[src/rtl/led_pattern_ctrl.sv]
// rtl/led_pattern_ctrl.sv - timed, selectable 8-LED pattern sequencer
module led_pattern_ctrl #(
    parameter int TICK_DIV = 4,
    parameter int REPEAT   = 3
) (
    input  logic       clk,
    input  logic       rs,
    input  logic       run,
    input  logic       next,
    input  logic       auto,
    output logic [7:0] led,
    output logic [1:0] mode,
    output logic       step
);
    localparam int PW = (TICK_DIV > 1) ? $clog2(TICK_DIV) : 1;
    localparam int WW = (REPEAT > 1) ? $clog2(REPEAT) : 1;
    localparam logic [PW-1:0] PMAX = PW'(TICK_DIV - 1);
    localparam logic [WW-1:0] WMAX = WW'(REPEAT - 1);

    typedef enum logic [1:0] {
        FILL_CLR = 2'd0,
        CHASE    = 2'd1,
        PINGPONG = 2'd2,
        BLINK    = 2'd3
    } mode_t;

    mode_t         state;
    mode_t         state_nx;
    logic          dir;       // 0 = moving left, 1 = moving right
    logic          dir_nx;
    logic          next_d;
    logic [PW-1:0] presc;
    logic [WW-1:0] wrap_cnt;
    logic [7:0]    led_nx;
    logic [7:0]    led_start;
    logic          wrap;
    logic          tick;
    logic          next_edge;
    logic          advance;

    assign mode      = state;
    assign next_edge = next & ~next_d;
    assign tick      = run & (presc == PMAX);
    assign advance   = next_edge | (tick & wrap & auto & (wrap_cnt == WMAX));
    assign state_nx  = mode_t'(state + 2'd1);
    assign led_start = (state_nx == CHASE || state_nx == PINGPONG) ? 8'h01 : 8'hFF;

    // Next pattern value and wrap flag for the current mode, used only on a tick.
    always_comb begin
        led_nx = led;
        dir_nx = dir;
        wrap   = 1'b0;
        case (state)
            FILL_CLR: begin
                if (led == 8'h00) begin
                    led_nx = 8'hFF;
                    wrap   = 1'b1;
                end else begin
                    led_nx = {led[6:0], 1'b0};
                end
            end
            CHASE: begin
                led_nx = {led[6:0], led[7]};
                wrap   = (led == 8'h80);
            end
            PINGPONG: begin
                if (!dir) begin
                    if (led == 8'h80) begin
                        led_nx = 8'h40;
                        dir_nx = 1'b1;
                    end else begin
                        led_nx = {led[6:0], 1'b0};
                    end
                end else begin
                    if (led == 8'h02) begin
                        led_nx = 8'h01;
                        dir_nx = 1'b0;
                        wrap   = 1'b1;
                    end else begin
                        led_nx = {1'b0, led[7:1]};
                    end
                end
            end
            BLINK: begin
                led_nx = ~led;
                wrap   = (led == 8'h00);
            end
            default: begin
                led_nx = led;
            end
        endcase
    end

    always_ff @(posedge clk or posedge rs) begin
        if (rs) begin
            state    <= FILL_CLR;
            led      <= 8'hFF;
            dir      <= 1'b0;
            step     <= 1'b0;
            presc    <= '0;
            wrap_cnt <= '0;
            next_d   <= 1'b0;
        end else begin
            next_d <= next;
            if (advance) begin
                state    <= state_nx;
                led      <= led_start;
                dir      <= 1'b0;
                step     <= 1'b0;
                presc    <= '0;
                wrap_cnt <= '0;
            end else begin
                step <= tick;
                if (run) begin
                    presc <= tick ? '0 : presc + 1'b1;
                end
                if (tick) begin
                    led <= led_nx;
                    dir <= dir_nx;
                    // Without auto-advance the wrap count parks at its top value.
                    if (wrap && wrap_cnt != WMAX) begin
                        wrap_cnt <= wrap_cnt + 1'b1;
                    end
                end
            end
        end
    end
endmodule

[config.mk]
export PLATFORM = sky130hd
export DESIGN_NAME = led_pattern_ctrl
export DESIGN_NICKNAME = d
export VERILOG_FILES = /design/src/rtl/led_pattern_ctrl.sv
export SDC_FILE = /design/constraint.sdc
export NUM_CORES = 1
export LEC_CHECK = 0
export ABC_AREA = 1
export BUFFER_PORTS_ARGS = -buffer_cell sky130_fd_sc_hd__buf_2
export CAP_MARGIN = 10
export CELL_PAD_IN_SITES_DETAIL_PLACEMENT = 2
export CELL_PAD_IN_SITES_GLOBAL_PLACEMENT = 2
export CORE_ASPECT_RATIO = 1.5
export CORE_UTILIZATION = 32
export DETAILED_ROUTE_END_ITERATION = 6
export PLACE_DENSITY = 0.88
export SYNTH_ARGS = -nofsm -noshare
export SYNTH_HDL_FRONTEND = slang
export SYNTH_SLANG_ARGS = --single-unit
export TNS_END_PERCENT = 5
[constraint.sdc]
create_clock -name clk -period 2.6 [get_ports clk]
set_clock_uncertainty 0.2 [all_clocks]
set_input_delay 0.26 -clock clk [delete_from_list [all_inputs] [get_ports clk]]
set_output_delay 0.26 -clock clk [all_outputs]
set_load 0.02 [all_outputs]
### After elaboration in Yosys (flattened, before gate mapping)

Cells that the tools add are included.

* register bits: 17
* logic and storage cells: 63
* output and inout bits: 11

* equality and inequality tests: 10
* reductions and logical operators: 10
* bitwise operators: 8
* add/sub/neg operators: 3
* muxes and demuxes: 25

Operators with widths (count)
* $mux W8: 6
* $pmux W8 S4: 1
* $mux W2: 6
* $eq A2 B2 Y1 const B: 5
* $mux W1: 10
* $eq A8 B2 Y1 const B: 1
* $eq A8 B8 Y1 const B: 1
* $logic_not A8 Y1: 1
* $not A8 Y8: 1
* $reduce_bool A2 Y1: 4
* $mux W7: 1
* $add A2 B1 Y2 const B: 3
* $and A1 B1 Y1: 5
* $eq A2 B1 Y1 const B: 2
* $pmux W1 S4: 1
* $reduce_and A2 Y1: 2
* $logic_not A2 Y1: 1
* $ne A2 B2 Y1 const B: 1
* $logic_and A1 B1 Y1: 1
* $logic_or A1 B1 Y1: 1
* $not A1 Y1: 1
* $or A1 B1 Y1: 1

### Longest topological paths before layout

* word-level depth: 10
* depth in mapped cells: 12
* depth with buffers taken out: 12

### Least setup slack after synthesis

OpenSTA, ideal clock, no wires.

* path type: flip-flop to flip-flop
* from: register state[0] (netlist: mode[0])
* to: register led[1]
* stages on the path, launching flop included: 12
* library setup time: 0.075 ns
* setup slack: 0.592 ns
* data arrival time: 1.732 ns
* cells stage by stage: dfrtp_1 -> inv_1 -> ha_1 -> inv_1 -> clkbuf_1 -> nand2_1 -> nor3_1 -> nor2_1 -> nand3_1 -> nand2_1 -> nand2_1 -> nand2_1

* elaborated cells on any way between the ends: 18
* those cells by class: 1 x add/sub; 5 x eq/ne; 5 x mux; 4 x bitwise; 3 x reduce/logical

RTL lines
* start, declared: line 27 `mode_t state;`
* start signal, assigned: line 106 `state <= state_nx;`
* $add A2 B1 Y2 (*): line 45 `assign state_nx = mode_t'(state + 2'd1);`
* net state_nx[0]: line 28 `mode_t state_nx;`
* $eq A2 B1 Y1 or $eq A2 B2 Y1 (tied branches): line 46 `assign led_start = (state_nx == CHASE || state_nx == PINGPONG) ? 8'h01 : 8'hFF;`
* $logic_or A1 B1 Y1 (*): line 46
* $mux W8 (*): line 46
* $mux W8 (*): line 105 `if (advance) begin`
* end signal, assigned: line 107 `led <= led_start;`
* end signal, assigned: line 118 `led <= led_nx;`
* end, declared: line 11 `output logic [7:0] led,`

Mark *: on every way through the listed nets, which the timed path passes. The rest lies on a longest branch. The select of a mux whose other input is x is not followed.
A chain may end at the register's enable or synchronous reset.

### Final worst setup path

* from: register state[0] (netlist: mode[0])
* to: register led[6]

The elaborated chain is that of the path after synthesis.

==> flow_summary.ini <==
[job]
maxCapViolCount = 0

[logic_synthesis]
synth_area_leaders = dfrtp_1, dfstp_2, nand2_1
synthesis.instances = 182
syn_area_um2 = 1280
syn_nets = 193
yosys_warnings = 0
synth_top_cell_area_share_pct = 17.6
ys_seq_area_share_pct = 34.0
synth_ff_type = dfrtp_1
ys_ff_latch = 17
synth_area_per_cell_um2 = 7.05
async_reset_ff_share_pct = 100
synth.distinct_cells = 27
yosysTopAreaCell = dfrtp_1
synth_edf_count = 0

[timing]
fin_tns_setup_ps = 0
slew_headroom_pct = 57.7
setup_viol = 0
whs_ps = 123
slew_viol_final = 0
tightestPinTransition_ps = 633
rsz0062_at_grt = no
fin_crit_ps = 2390
fmax_ghz = 0.419
hold_viol = 0
min_period_over_period_pct = 91.8

[clock_tree]
clkLatencyLatePin_ps = 260
cts_resized = 0
post_cts_buffers = 0
numCtsBuffers = 3
cts_sinks = 17
clkTransAtPathRegs_ps = 70
ctsHoldBuffers = 2
clk_path_buf_depth = 2
h-tree-depth = 1
cts_tree = built
cts-root-buf = clkbuf_8

[setup_path]
worstReg2RegStart = mode[0]
crit_type = reg -> reg
critPathMaxFanout = 11
start_kind = flop
worstPathRequired_ps = 2600
startpoint = mode[0]
arrival_ps = 2390
crit_path_end_kind = flop

[floorplan]
die_w_um = 53.7
io_pins = 16
rows = 27
dieArea_um2 = 4270
die_h_um = 79.5
design.core.area_um2 = 3750
start_util_pct = 34.2

[cells_and_area]
stdcell_count = 243
area_growth_pct = 13.8
drive_above_1_share_pct = 20.5
antenna_cells = 0
final_util_pct = 38.9
final_nets = 212
fillers = 483

[place]
dp.cells = 237
dp_hpwl_um = 3410
gp_congestion = 0.831
port_buffers = 15

[detailed_routing]
drc = 0
firstDrtPassIters = 4
drt_iter0_markers = 26
drtAntennaViolNets = 0
via_per_inst = 5.33
via_count = 1295
drt-total-wl_um = 4220
wl_per_cell_um = 17.3

[status]
status = finished clean

[grt]
grt-ovfl-total = 0
grt_pass1_wl_um = 6910
antenna_found_initial = 0
grt_pass1_vias = 1415
grt_max_degree = 18
grt.total_usage_pct = 22.4

[power]
p_leak_nw = 0.756
powerDensity_nw_per_um2 = 1310
ir_worst_vdd_mv = 0.584

[hold_path]
min_path_type = in -> reg
min-delay-start = run
[path summary, 6_finish.rpt]
kind                       depth (start not counted)  slack, ps  endpoint
setup / recovery                                  11        210    led[6]
hold / removal                                     3        120  presc[0]
setup reg to reg                                  11        210    led[6]
hold reg to reg                                    2        320    led[3]
max in group asynchronous                          3       1360       dir
min in group asynchronous                          3        420    next_d
[per-layer routing]
layer  up-vias  part of all wire (%)  GRT usage (%)
met1       657                    38           23.3
met2        15                    59           43.7
met3         6                   1.0           1.14
li1        617                     -              -
met4         0                   1.8           8.16
met5         -                     0              0
[registers in the layout, indices dropped and copies added (netlist names)]
name,count
presc,2
dir,1
led,8
next_d,1
wrap_cnt,2
step,1
mode,2
[per-stage QoR]
step	power [mW]	instance area, um2	worst slack (ps)
2_1_floorplan	1.37	1280	592
3_3_place_gp	1.65	1390	475
3_5_place_dp	1.73	1390	247
4_1_cts	1.94	1460	215
5_1_grt	2.07	1460	28.8
6_report	1.92	1460	212
[report_power, final]
group	total [mW]	internal, mW	leakage (nW)	switching (mW)
registers	0.535	0.398	0.200	0.137
clock network	0.198	0.106	0.0255	0.0914
logic	1.18	0.399	0.530	0.784
[placed cells by master, fill, tap and decap left out, types with 2 or more instances in the layout]
cell / instances
nor2_2: 3
xor2_1: 3
dfstp_2: 8
o21ai_0: 3
ha_1: 6
clkbuf_8: 3
buf_2: 15
nand2_2: 2
dfrtp_1: 9
nand2_1: 56
o22ai_1: 2
dlygate4sd3_1: 2
a21oi_1: 4
o21ai_2: 2
inv_1: 21
nand3_1: 11
nor2_4: 2
nor2_1: 21
nor3_1: 17
[Yosys cell counts, types with 2 or more instances]
cell and instances:
nand2_1 56, o21ai_0 3, nand2_2 2, xor2_1 3
dfstp_2 8, ha_1 6, a21oi_1 4, inv_1 21
nor2_1 21, o21ai_2 2, o22ai_1 2, nand3_1 11
dfrtp_1 9, nor2_2 3, nor2_4 2, clkbuf_1 2
nor3_1 17
[area by class of cell]
class                      count  area (um2)  share of cell area [%]
clock buffer                   3        41.3                    2.83
clock inverter                 1        5.00                   0.343
inverter                      21        78.8                    5.40
multi-input combinational    141         749                    51.4
sequential                    17         435                    29.8
tap                           43        53.8                    3.69
timing repair buffer          17        95.1                    6.52
[kinds of logic after synthesis]
kind of cell               after synthesis  synth area share, %
DFF                                     17                 34.0
adders and majority gates                6                 5.85
muxes                                    1                0.781
buffers and inverters                   24                 7.61
AOI/OAI and AO/OA                       14                 6.83
xor gates and xnor gates                 4                 2.73
and+or+nand+nor                        116                 42.2
[worst max-delay path, cell delays in order, from the launching register on]
cell	delay (ps)
dfrtp_1	480
inv_1	120
ha_1	260
nand3_1	120
nor2_1	60
nand2_1	90
nand3_1	150
nand3_4	180
nand3_2	250
inv_1	250
nand2_1	80
nand2_1	80
(Power assumes the default switching activity.)
